--- src/rtl/serial_sub_16bit_pkg.sv ---
// serial_sub_16bit_pkg
// Shared definitions for the bit-serial subtractor slice: operand width,
// bit-counter width and FSM state encoding.
package serial_sub_16bit_pkg;

  localparam int WIDTH = 16;
  localparam int CNT_W = $clog2(WIDTH);

  typedef enum logic [1:0] {
    IDLE  = 2'd0,
    SHIFT = 2'd1,
    DONE  = 2'd2
  } state_e;

endpackage

--- src/rtl/serial_sub_16bit_if.sv ---
// serial_sub_16bit_if
// Request/response bundle between the control unit (master) and the
// bit-serial subtractor (slave).
//   start        request, sampled by the slave only in IDLE or DONE
//   X, Y, Bin    minuend, subtrahend, borrow-in (captured on accepted start)
//   D            difference (registered)
//   Bout, Ov     borrow-out of MSB, signed overflow
//   busy, done   operation in progress / one-cycle result-valid pulse
import serial_sub_16bit_pkg::*;

interface serial_sub_16bit_if;

  logic             start;
  logic [WIDTH-1:0] X;
  logic [WIDTH-1:0] Y;
  logic             Bin;
  logic [WIDTH-1:0] D;
  logic             Bout;
  logic             Ov;
  logic             busy;
  logic             done;

  modport master (
    output start, X, Y, Bin,
    input  D, Bout, Ov, busy, done
  );

  modport slave (
    input  start, X, Y, Bin,
    output D, Bout, Ov, busy, done
  );

endinterface

--- src/rtl/serial_sub_16bit_fs.sv ---
// serial_sub_16bit_fs
// One-bit full subtractor cell: d = a - b - bin.
//   a, b, bin  minuend bit, subtrahend bit, borrow-in
//   d, bout    difference bit, borrow-out
module serial_sub_16bit_fs (
  input  logic a,
  input  logic b,
  input  logic bin,
  output logic d,
  output logic bout
);

  // Borrow out when a < b, or when a == b and a borrow arrives from below.
  assign d    = a ^ b ^ bin;
  assign bout = (~a & b) | (~(a ^ b) & bin);

endmodule

--- src/rtl/serial_sub_16bit.sv ---
// serial_sub_16bit
// Bit-serial WIDTH-bit subtractor, D = X - Y - Bin, processing one bit per
// clock through a single full-subtractor cell. Latency 17 cycles from the
// start edge to the done pulse; a start in the DONE cycle chains directly.
//   clk    rising-edge clock
//   rst_n  synchronous active-low reset
//   bus    serial_sub_16bit_if.slave (start/X/Y/Bin in, D/Bout/Ov/busy/done out)
module serial_sub_16bit
  import serial_sub_16bit_pkg::*;
(
  input  logic                clk,
  input  logic                rst_n,
  serial_sub_16bit_if.slave   bus
);

  state_e           state_r;
  logic [WIDTH-1:0] x_r;
  logic [WIDTH-1:0] y_r;
  logic [WIDTH-1:0] res_r;
  logic             b_r;
  logic             bmsb_r;
  logic [CNT_W-1:0] cnt_r;
  logic [WIDTH-1:0] d_r;
  logic             bout_r;
  logic             ov_r;
  logic             busy_r;
  logic             done_r;
  logic             diff_s;
  logic             bnext_s;

  // Single shared subtractor cell working on the LSBs of the operand shifters.
  serial_sub_16bit_fs u_fs (
    .a    (x_r[0]),
    .b    (y_r[0]),
    .bin  (b_r),
    .d    (diff_s),
    .bout (bnext_s)
  );

  assign bus.D    = d_r;
  assign bus.Bout = bout_r;
  assign bus.Ov   = ov_r;
  assign bus.busy = busy_r;
  assign bus.done = done_r;

  // Control FSM, operand/result shifters and registered result outputs.
  always_ff @(posedge clk) begin
    if (!rst_n) begin
      state_r <= IDLE;
      x_r     <= '0;
      y_r     <= '0;
      res_r   <= '0;
      b_r     <= 1'b0;
      bmsb_r  <= 1'b0;
      cnt_r   <= '0;
      d_r     <= '0;
      bout_r  <= 1'b0;
      ov_r    <= 1'b0;
      busy_r  <= 1'b0;
      done_r  <= 1'b0;
    end else begin
      case (state_r)
        IDLE, DONE: begin
          done_r <= 1'b0;
          if (bus.start) begin
            x_r     <= bus.X;
            y_r     <= bus.Y;
            b_r     <= bus.Bin;
            cnt_r   <= '0;
            busy_r  <= 1'b1;
            state_r <= SHIFT;
          end else begin
            busy_r  <= 1'b0;
            state_r <= IDLE;
          end
        end
        SHIFT: begin
          // Result fills from the MSB so bit 0 lands in place after WIDTH shifts.
          res_r <= {diff_s, res_r[WIDTH-1:1]};
          x_r   <= {1'b0, x_r[WIDTH-1:1]};
          y_r   <= {1'b0, y_r[WIDTH-1:1]};
          b_r   <= bnext_s;
          cnt_r <= cnt_r + CNT_W'(1);
          // Borrow leaving bit WIDTH-2 is the borrow into the MSB; kept for Ov.
          if (cnt_r == CNT_W'(WIDTH - 2)) begin
            bmsb_r <= bnext_s;
          end
          if (cnt_r == CNT_W'(WIDTH - 1)) begin
            d_r     <= {diff_s, res_r[WIDTH-1:1]};
            bout_r  <= bnext_s;
            ov_r    <= bnext_s ^ bmsb_r;
            busy_r  <= 1'b0;
            done_r  <= 1'b1;
            state_r <= DONE;
          end
        end
        default: begin
          busy_r  <= 1'b0;
          done_r  <= 1'b0;
          state_r <= IDLE;
        end
      endcase
    end
  end

endmodule

--- src/flat_wrapper.sv ---
// flat-port wrapper written by rule: the top's interface ports become plain ports
module serial_sub_16bit_flat import serial_sub_16bit_pkg::*;
  (clk, rst_n, bus_start, bus_X, bus_Y, bus_Bin, bus_D, bus_Bout, bus_Ov, bus_busy, bus_done);
  serial_sub_16bit_if bus_i ();
  input  logic clk;
  input  logic rst_n;
  input wire logic [$bits(bus_i.start)-1:0] bus_start;
  input wire logic [$bits(bus_i.X)-1:0] bus_X;
  input wire logic [$bits(bus_i.Y)-1:0] bus_Y;
  input wire logic [$bits(bus_i.Bin)-1:0] bus_Bin;
  output wire logic [$bits(bus_i.D)-1:0] bus_D;
  output wire logic [$bits(bus_i.Bout)-1:0] bus_Bout;
  output wire logic [$bits(bus_i.Ov)-1:0] bus_Ov;
  output wire logic [$bits(bus_i.busy)-1:0] bus_busy;
  output wire logic [$bits(bus_i.done)-1:0] bus_done;
  assign bus_i.start = bus_start;
  assign bus_i.X = bus_X;
  assign bus_i.Y = bus_Y;
  assign bus_i.Bin = bus_Bin;
  assign bus_D = bus_i.D;
  assign bus_Bout = bus_i.Bout;
  assign bus_Ov = bus_i.Ov;
  assign bus_busy = bus_i.busy;
  assign bus_done = bus_i.done;
  serial_sub_16bit u_core (.clk(clk), .rst_n(rst_n), .bus(bus_i));
endmodule
--- config.mk ---
export PLATFORM = sky130hd
export DESIGN_NAME = serial_sub_16bit_flat
export DESIGN_NICKNAME = d
export VERILOG_FILES = /design/src/rtl/serial_sub_16bit_pkg.sv /design/src/rtl/serial_sub_16bit_if.sv /design/src/rtl/serial_sub_16bit_fs.sv /design/src/rtl/serial_sub_16bit.sv /design/src/flat_wrapper.sv
export SDC_FILE = /design/constraint.sdc
export NUM_CORES = 1
export LEC_CHECK = 0
export ABC_AREA = 1
export CORE_MARGIN = 3
export CORE_UTILIZATION = 56
export DETAILED_ROUTE_END_ITERATION = 8
export PLACE_DENSITY = 0.88
export SYNTH_ARGS = -nofsm -noshare
export SYNTH_HDL_FRONTEND = slang
export SYNTH_SLANG_ARGS = --single-unit
--- constraint.sdc ---
create_clock -name clk -period 3.5 [get_ports clk]
set_clock_uncertainty 0.2 [all_clocks]
set_input_delay 0.525 -clock clk [delete_from_list [all_inputs] [get_ports clk]]
set_output_delay 0.525 -clock clk [all_outputs]
set_load 0.02 [all_outputs]
==> flow_summary.json, run 1 <==
{
  "synthFlopType": "dfxtp_1",
  "slowest_delay_ns": 0.79,
  "gp_congestion": 0.8088,
  "die_y_um": 82.34,
  "cts_max_path_buffers": 2,
  "route.vias.total": 3003,
  "placement.io_buffers": 55,
  "cellLeakagePower_nw": 1.733,
  "worst_ir_drop_vdd_v": 0.0002487,
  "report.final.hold_viol_count": 0,
  "dp_hpwl_um": 4573,
  "antenna_violating_nets_post_route": 0,
  "ys_ff_latch": 75,
  "maxSlewViolCount": 0,
  "critical_path.slowest_cell": "dfxtp_1",
  "crit_arrival_ns": 2.57,
  "core_um2": 5574,
  "finalWorstPathRequiredPeriod_ns": 2.487,
  "cp_num_buf_inv": 1,
  "globalRoute.totalOverflow": 0,
  "fin_setup_tns_ns": 0,
  "dieWidth_um": 82.34,
  "min_period_over_period_pct": 71.06,
  "grt_pass1_vias": 2682,
  "design.die.area_um2": 6779,
  "grt_first_pass_wirelength_um": 11700,
  "worst_path_dominant_cell_family": "simple AND/OR/NAND/NOR gates",
  "worstHoldPathCells": 2,
  "totalPowerFinal_mw": 1.941,
  "run_status": "finished, final reports clean",
  "hold-path-endpoint": "u_core.bus.D[10]$_SDFFE_PN0P_",
  "critical_path.endpoint_type": "flop",
  "startpoint_type": "flop",
  "rrSetupSlack_ns": 1.01,
  "chain_of_cells_forming_the_critical_path": "inv_4 -> nand2_2 -> nand2_1 -> nor2_1 -> nor2_1 -> nor2_1",
  "initial_utilization_pct": 58.54,
  "hold_buffers": 0,
  "postSynth.asyncResetShare_pct": 0,
  "syn_area_um2": 3263,
  "path_class": "reg -> reg",
  "antennaDiodeCount": 0,
  "dr.first_iter.drc_count": 158,
  "timing.rr.start": "u_core.state_r[0]$_SDFFE_PN0P_",
  "post-route-drc-count": 0,
  "via_per_inst": 5.334,
  "clock_input_transition_at_the_sequential_cells_of_the_worst_setup_and_hold_paths_ns": 0.07,
  "largest_net_degree_at_the_start_of_global_routing": 52,
  "synthesis.instances": 448,
  "cts_inserted_buffers": 9,
  "area_growth_syn_to_fin_pct": 22.66,
  "cts.root.buffer_cell": "clkbuf_8",
  "worstPathRequired_ns": 3.58,
  "yosysUniqueCellTypes": 27,
  "crit_path_max_fanout": 36,
  "top_level_port_count": 56,
  "h_tree_levels": 3,
  "power_per_cell_area_nw_per_um2": 485.0,
  "max_cap_viol_count": 0,
  "worst-slew-pin-transition_ns": 0.8860,
  "synthesis.area_per_instance_um2": 7.284,
  "register_area_share_after_synthesis_pct": 46.01,
  "yosys_warnings": 0,
  "post_cts_buffers": 0,
  "setup_viol": 0,
  "route.detailed.wl_per_inst_um": 12.53,
  "worst_r2r_path_depth": 6,
  "tritoncts": "done",
  "design.final.nets": 525,
  "cp_common_cell": "nor2_1",
  "worstReg2RegEnd": "u_core.b_r$_SDFFE_PN0P_",
  "worst_hold_startpoint": "u_core.res_r[11]$_SDFFE_PN0P_",
  "grt_setup_unrepaired": "no",
  "insertion_delay_ns": 0.35,
  "syn-num-nets": 487,
  "totalWireLength_um": 7054,
  "placement_rows": 27,
  "slew_headroom_pct": 40.72,
  "clkSinkCount": 75,
  "antenna_violations_before_repair": 0,
  "dr.pass1.iters": 5,
  "grt_use_total_pct": 22.41,
  "post_cts_resized": 0,
  "max_freq_ghz": 0.4021,
  "post_route_cells_drive_above_1_share_pct": 5.906,
  "number_of_synthesized_flops_with_an_enable_pin": 0,
  "holdCritPathClass": "reg -> reg"
}
synthesized netlist by cell type, drive strengths merged, types with 2 or more instances:
master  number  area share [%]
nand2       86              10
clkbuf      14             1.6
o22ai        2            0.38
nor2        42             5.8
o21ai       17             2.6
a21oi       33             5.1
buf         18             3.2
inv         41             4.8
nand3      111              17
ha           2            0.77
dfxtp       75              46
where the power goes:
| part | internal (mW) | leakage [nW] | switching [mW] | total [mW] |
|---|---|---|---|---|
| combinational | 0.102 | 1.00 | 0.147 | 0.250 |
| sequential | 0.907 | 0.613 | 0.0403 | 0.947 |
| clock | 0.437 | 0.119 | 0.308 | 0.744 |
| total | 1.45 | 1.73 | 0.495 | 1.94 |
how the worst max path moves through the flow:
stage	from	end	cells past startpoint
floorplan	u_core.cnt_r[0]$_SDFFE_PN0P_	u_core.bus.D[5]$_SDFFE_PN0P_	7
global placement	bus_start	u_core.b_r$_SDFFE_PN0P_	7
detailed placement	bus_start	u_core.b_r$_SDFFE_PN0P_	7
CTS	u_core.state_r[0]$_SDFFE_PN0P_	u_core.b_r$_SDFFE_PN0P_	6
global route	u_core.state_r[0]$_SDFFE_PN0P_	u_core.b_r$_SDFFE_PN0P_	6
finish	u_core.state_r[0]$_SDFFE_PN0P_	u_core.b_r$_SDFFE_PN0P_	6
registers in the layout (all words and copies together), names as in the netlist:
register and count:
u_core.b_r 1, u_core.bmsb_r 1, u_core.bus.Bout 1, u_core.bus.D 16
u_core.bus.Ov 1, u_core.bus.busy 1, u_core.bus.done 1, u_core.cnt_r 4
u_core.res_r 15, u_core.state_r 2, u_core.x_r 16, u_core.y_r 16
layer usage:
metal	vias up	wire [um]	global-route usage, %
li1	1532	-	-
met1	1346	3131	27.99
met2	111	3339	36.46
met3	14	441	5.206
met4	0	142	10.47
met5	-	0	0
cell type report:
class                      count  area (um^2)
fill                         457         1572
clock inverter                 5        75.07
clock buffer                  11        151.4
sequential                    75         1501
timing repair buffer          59        580.6
multi-input combinational    300         1448
tap                           72        90.09
inverter                      41        156.4
tightest hold or removal path, stage by stage (launching register included):
cell     delay, ns
dfxtp_1       0.32
nand2_1       0.06
nand2_1       0.04
metrics by stage:
step / setup WS, ns / area (um^2) / std cells / util, % / hold WS [ns]
4_1_cts: 1.015 / 4003 / 563 / 71.81 / 0.2606
3_3_place_gp: 0.9214 / 3776 / 547 / 67.74 / 0.2463
2_1_floorplan: 2.006 / 3263 / 448 / - / 0.2261
3_5_place_dp: 0.8972 / 3776 / 547 / 67.74 / 0.2490
6_report: 1.013 / 4003 / 563 / 71.81 / 0.2581
5_1_grt: 0.7614 / 4003 / 563 / 71.81 / 0.2819
cells by family (layout without fill, tap and decap cells):
group	Yosys count	after routing	synth area share (%)
simple gates	241	241	33.97
fa+ha+maj	3	3	1.380
flops	75	75	46.01
buf+inv	73	116	9.624
compound gates	55	55	8.743
xor+xnor	1	1	0.2685
layout by cell type (no fill, tap or decap):
| master | instances |
|---|---|
| nand3_1 | 110 |
| nand2_1 | 82 |
| dfxtp_1 | 75 |
| clkdlybuf4s50_1 | 55 |
| nor2_1 | 40 |
| inv_1 | 39 |
| a21oi_1 | 33 |
| o21ai_0 | 17 |
| clkbuf_8 | 11 |
| buf_4 | 4 |
| nand2_2 | 3 |
| clkinv_2 | 3 |
| nor2_8 | 2 |
| o22ai_1 | 2 |
| ha_1 | 2 |
| bufinv_16 | 2 |
| inv_4 | 1 |
| nand2_4 | 1 |
| a22oi_1 | 1 |
| inv_2 | 1 |
| nand3_4 | 1 |
| xnor2_1 | 1 |
| o21bai_1 | 1 |
| o21a_1 | 1 |
| and2_1 | 1 |
| nand4_1 | 1 |
| fa_1 | 1 |
No activity file was read; power rests on OpenSTA's default activity.
==> run 2: changes to the inputs <==
--- a/config.mk
+++ b/config.mk
@@ -7,9 +7,9 @@
 export LEC_CHECK = 0
 export ABC_AREA = 1
 export CORE_MARGIN = 3
-export CORE_UTILIZATION = 56
+export CORE_UTILIZATION = 47
 export DETAILED_ROUTE_END_ITERATION = 8
-export PLACE_DENSITY = 0.88
+export PLACE_DENSITY = 0.79
 export SYNTH_ARGS = -nofsm -noshare
 export SYNTH_HDL_FRONTEND = slang
 export SYNTH_SLANG_ARGS = --single-unit
==> constraint.sdc (replaced) <==
create_clock -name clk -period 2.1 [get_ports clk]
set_clock_uncertainty 0.2 [all_clocks]
set_input_delay 0.315 -clock clk [delete_from_list [all_inputs] [get_ports clk]]
set_output_delay 0.315 -clock clk [all_outputs]
set_load 0.02 [all_outputs]
==> run 2 against run 1 <==
Compared with the run above: non-clock buffer count increased by 10; sequential share of layout area fell by 0.45 points; critical path type is now reg -> out; clock power up 47%; final area grew 1.2%; power up 60%; routed wire length is 0.48% higher; largest cell class unchanged; register-to-register slack worse by 0.62 ns; via count is 1.4% higher; global-route usage shrank 3.0 points; first-iteration DRC count rose by 25%; largest power group unchanged.
==> flow_summary.json, run 2 (synthesis results as in run 1) <==
{
  "run_status": "finished, final reports clean",
  "worst_hold_slack_across_all_endpoints_ns": 0.2582,
  "worst_hold_startpoint": "u_core.res_r[10]$_SDFFE_PN0P_",
  "route.vias.total": 3046,
  "largest_net_degree_at_the_start_of_global_routing": 31,
  "hold_buffers": 0,
  "h_tree_levels": 3,
  "post_route_cells_drive_above_1_share_pct": 7.585,
  "switching_part_of_the_total_power_pct": 26.77,
  "slowest_delay_ns": 0.62,
  "post_cts_resized": 0,
  "clkPwrFrac_pct": 35.1,
  "max_cap_viol_count": 0,
  "antenna_violating_nets_post_route": 0,
  "cts_max_path_buffers": 2,
  "dr.first_iter.drc_count": 197,
  "totalWireLength_um": 7088,
  "top_level_port_count": 56,
  "post-route-drc-count": 0,
  "dp_hpwl_um": 4849,
  "crit_path_max_fanout": 2,
  "dr.pass1.iters": 5,
  "worst_r2r_path_depth": 6,
  "met3_wire_length_um": 468,
  "clkSinkCount": 75,
  "design_area_um2": 4051,
  "tritoncts": "done",
  "route.detailed.wl_per_inst_um": 12.26,
  "antenna_violations_before_repair": 0,
  "path_class": "reg -> out",
  "cts_inserted_buffers": 9,
  "layout_commonest_cell": "nand3_1",
  "worst_ir_drop_vdd_v": 0.0004106,
  "worstPathRequired_ns": 1.58,
  "placement.io_buffers": 55,
  "maxSlewViolCount": 0,
  "max_freq_ghz": 0.5447,
  "totalPowerFinal_mw": 3.109,
  "initial_utilization_pct": 49.96,
  "finalWorstPathRequiredPeriod_ns": 1.836,
  "top_layer": "met4",
  "post_dp_cell_area_um2": 3857,
  "globalRoute.totalOverflow": 0,
  "startpoint_type": "flop",
  "via_per_inst": 5.270,
  "clock_input_transition_at_the_sequential_cells_of_the_worst_setup_and_hold_paths_ns": 0.08,
  "core_um2": 6531,
  "die_y_um": 89.33,
  "grt_pass1_vias": 2785,
  "critical_path.endpoint_type": "primary output",
  "hold-path-endpoint": "u_core.bus.D[9]$_SDFFE_PN0P_",
  "critical_path.slowest_cell": "clkdlybuf4s50_1",
  "grt_first_pass_wirelength_um": 12190,
  "slew_headroom_pct": 76.40,
  "insertion_delay_ns": 0.34,
  "cellLeakagePower_nw": 1.759,
  "power.share.combinational_pct": 14.5,
  "worst-slew-pin-transition_ns": 0.3527,
  "seq_power_share_pct": 50.4,
  "timing.rr.start": "u_core.cnt_r[0]$_SDFFE_PN0P_",
  "rrSetupSlack_ns": 0.39,
  "fin_setup_tns_ns": 0,
  "fin_ws_ns": 0.2642,
  "met1Wirelength_um": 3032,
  "holdCritPathClass": "reg -> reg",
  "power_switching_mw": 0.8323,
  "worst_path_dominant_cell_family": "buffers and inverters",
  "met2WireLength_um": 3427,
  "grt_use_total_pct": 19.43,
  "worstHoldPathCells": 2,
  "design.die.area_um2": 7979,
  "grt_setup_unrepaired": "no",
  "place_worst_setup_slack_ns": 0.2508,
  "post_cts_buffers": 0,
  "setup_viol": 0,
  "worstReg2RegEnd": "u_core.bus.Ov$_SDFFE_PN0P_",
  "power_per_cell_area_nw_per_um2": 767.4,
  "cp_num_buf_inv": 1,
  "crit_arrival_ns": 1.32,
  "gp_congestion": 0.7808,
  "mostFrequentLayoutCells": "nand3_1, nand2_1, dfxtp_1",
  "min_period_over_period_pct": 87.42,
  "chain_of_cells_forming_the_critical_path": "clkdlybuf4s50_1",
  "design.final.nets": 535,
  "area_growth_syn_to_fin_pct": 24.16,
  "power_report.internal_total_mw": 2.277,
  "cts.root.buffer_cell": "clkbuf_8",
  "report.final.hold_viol_count": 0,
  "antennaDiodeCount": 0,
  "placement_rows": 29,
  "dieWidth_um": 89.33
}
run 2: layout make-up:
| class | instances | area (um^2) |
|---|---|---|
| inverters | 41 | 156.4 |
| flip-flops and latches | 75 | 1501 |
| clock buffers | 11 | 141.4 |
| fillers | 606 | 2480 |
| clock inverters | 5 | 52.55 |
| well taps | 77 | 96.34 |
| multi-input cells | 300 | 1448 |
| repair buffers | 69 | 655.6 |
run 2: worst max path at each step:
stage | start | to | slack, ns | depth (start not counted)
final | u_core.bus.Bout$_SDFFE_PN0P_ | bus_Bout | 0.26 | 1
after global routing | u_core.bus.Bout$_SDFFE_PN0P_ | bus_Bout | 0.22 | 1
after detailed placement | bus_start | u_core.y_r[3]$_SDFFE_PN0P_ | 0.25 | 5
after global placement | bus_start | u_core.y_r[3]$_SDFFE_PN0P_ | 0.33 | 5
after floorplan | u_core.cnt_r[0]$_SDFFE_PN0P_ | u_core.bus.D[5]$_SDFFE_PN0P_ | 0.61 | 7
after CTS | u_core.bus.Bout$_SDFFE_PN0P_ | bus_Bout | 0.25 | 1
run 2: per-layer routing:
layer / global-route usage, % / vias up
met5: 0 / -
met3: 3.410 / 15
met1: 24.22 / 1381
li1: - / 1549
met2: 32.55 / 101
met4: 9.066 / 0
run 2: through the flow:
stage          utilization (%)  std cells
2_1_floorplan                -        448
4_1_cts                  62.03        578
3_5_place_dp             59.06        562
6_report                 62.03        578
5_1_grt                  62.03        578
3_3_place_gp             59.06        562
run 2: power by group through the flow:
| stage | clock network, mW | registers [mW] | logic [mW] |
|---|---|---|---|
| 2_1_floorplan | 0 | 1.58 | 0.310 |
| 3_3_place_gp | 0 | 1.60 | 0.437 |
| 3_5_place_dp | 0 | 1.60 | 0.452 |
| 4_1_cts | 1.11 | 1.57 | 0.454 |
| 5_1_grt | 1.18 | 1.58 | 0.511 |
| 6_report | 1.09 | 1.57 | 0.451 |
==> run 3: changes to the inputs <==
==> constraint.sdc (replaced) <==
create_clock -name clk -period 2.1 [get_ports clk]
set_clock_uncertainty 0.2 [all_clocks]
set_input_delay 0.63 -clock clk [delete_from_list [all_inputs] [get_ports clk]]
set_output_delay 0.63 -clock clk [all_outputs]
set_load 0.01 [all_outputs]
==> run 3 against run 2 <==
Compared with the run above: sequential share of layout area shrank 0.47 points; power rose by 1.2%; combinational power increased by 2%; utilization rose by 0.80 points.
==> flow_summary.json, run 3 (synthesis results as in run 1) <==
{
  "via_per_inst": 5.194,
  "die_y_um": 89.33,
  "route.vias.total": 3018,
  "antenna_violating_nets_post_route": 0,
  "max_cap_viol_count": 0,
  "dp_hpwl_um": 4921,
  "layout_commonest_cell": "nand3_1",
  "core_um2": 6531,
  "totalPowerFinal_mw": 3.146,
  "slowest_delay_ns": 0.54,
  "area_growth_syn_to_fin_pct": 25.77,
  "h_tree_levels": 3,
  "dr.first_iter.drc_count": 167,
  "dpl.cell_count": 566,
  "insertion_delay_ns": 0.34,
  "placement.io_buffers": 55,
  "min_period_over_period_pct": 97.71,
  "top_level_port_count": 56,
  "gp_congestion": 0.7924,
  "cts.root.buffer_cell": "clkbuf_8",
  "crit_arrival_ns": 1.22,
  "clkSinkCount": 75,
  "cts_inserted_buffers": 9,
  "cp_num_cells": 1,
  "chain_of_cells_forming_the_critical_path": "clkdlybuf4s50_1",
  "dr.pass1.iters": 4,
  "design.die.area_um2": 7979,
  "cts_max_path_buffers": 2,
  "design.final.nets": 539,
  "crit_path_max_fanout": 2,
  "utilization_pct": 62.84,
  "clock_input_transition_at_the_sequential_cells_of_the_worst_setup_and_hold_paths_ns": 0.08,
  "critical_path.slowest_cell": "clkdlybuf4s50_1",
  "critical_path.endpoint_type": "primary output",
  "run_status": "finished, final reports clean",
  "post-route-drc-count": 0,
  "path_class": "reg -> out",
  "worst_r2r_path_depth": 6,
  "worst_hold_slack_across_all_endpoints_ns": 0.2564,
  "grt_use_total_pct": 19.35,
  "setup_viol": 0,
  "maxSlewViolCount": 0,
  "worst_ir_drop_vdd_v": 0.0003937,
  "post_cts_resized": 0,
  "globalRoute.totalOverflow": 0,
  "mostFrequentLayoutCells": "nand3_1, nand2_1, dfxtp_1",
  "cp_num_buf_inv": 1,
  "worstHoldPathCells": 2,
  "report.final.hold_viol_count": 0,
  "cellLeakagePower_nw": 1.855,
  "grt_first_pass_wirelength_um": 12160,
  "max_freq_ghz": 0.4873,
  "holdCritPathClass": "reg -> reg",
  "initial_utilization_pct": 49.96,
  "startpoint_type": "flop",
  "post_cts_buffers": 0,
  "dieWidth_um": 89.33,
  "grt_setup_unrepaired": "no",
  "antennaDiodeCount": 0,
  "power_per_cell_area_nw_per_um2": 766.6,
  "antenna_violations_before_repair": 0,
  "final_cell_count_no_fill": 581,
  "slew_headroom_pct": 75.92,
  "largest_net_degree_at_the_start_of_global_routing": 31,
  "worst-slew-pin-transition_ns": 0.3600,
  "grt_pass1_vias": 2699,
  "hold_buffers": 0,
  "finalWorstPathRequiredPeriod_ns": 2.052,
  "worstPathRequired_ns": 1.27,
  "route.detailed.wl_per_inst_um": 12.46,
  "totalWireLength_um": 7242,
  "tritoncts": "done",
  "worst_path_dominant_cell_family": "buffers and inverters",
  "fin_setup_tns_ns": 0,
  "placement_rows": 29,
  "post_route_cells_drive_above_1_share_pct": 7.937
}
-- run 3: cell types whose count changed in the layout (fill, tap and decap cells not counted), moves of 2 or more --
cell,delta
clkdlybuf4s50_1,-4
clkinv_2,-2
dlymetal6s2s_1,+4
buf_4,+3
-- run 3: metrics by stage --
step | worst slack [ns] | area (um^2)
floorplan | 0.5327 | 3263
global placement | 0.03518 | 3900
detailed placement | 0.001765 | 3900
CTS | 0.02332 | 4094
global route | 0.0001245 | 4104
finish | 0.04800 | 4104
-- run 3: final timing paths --
check                                start                             to  slack (ns)
min reg2reg  u_core.res_r[14]$_SDFFE_PN0P_  u_core.bus.D[13]$_SDFFE_PN0P_        0.26
min          u_core.res_r[14]$_SDFFE_PN0P_  u_core.bus.D[13]$_SDFFE_PN0P_        0.26
max reg2reg   u_core.cnt_r[0]$_SDFFE_PN0P_     u_core.bus.Ov$_SDFFE_PN0P_        0.38
max           u_core.bus.D[4]$_SDFFE_PN0P_                       bus_D[4]        0.05
-- run 3: worst min-delay path: stages (launching register included) --
cell and delay, ns:
dfxtp_1 0.32, nand2_1 0.06, nand2_1 0.04
-- run 3: area by class of cell --
type,count,area (um^2)
repair buffers,73,708.2
fillers,590,2427
clock buffers,13,158.9
multi-input cells,300,1448
well taps,77,96.34
flip-flops and latches,75,1501
clock inverters,2,35.03
inverters,41,156.4
-- run 3: report_power, final --
group	total (mW)	switching (mW)	leakage [nW]	internal (mW)
clock network	1.12	0.508	0.0995	0.607
registers	1.57	0.0574	0.613	1.51
logic	0.461	0.261	1.14	0.200
total	3.15	0.827	1.85	2.32
-- run 3: per-layer routing --
metal / wire (um) / GRT usage [%]
met3: 392 / 4.885
met4: 133 / 6.766
met5: 0 / 0
met1: 3269 / 24.35
met2: 3448 / 32.15
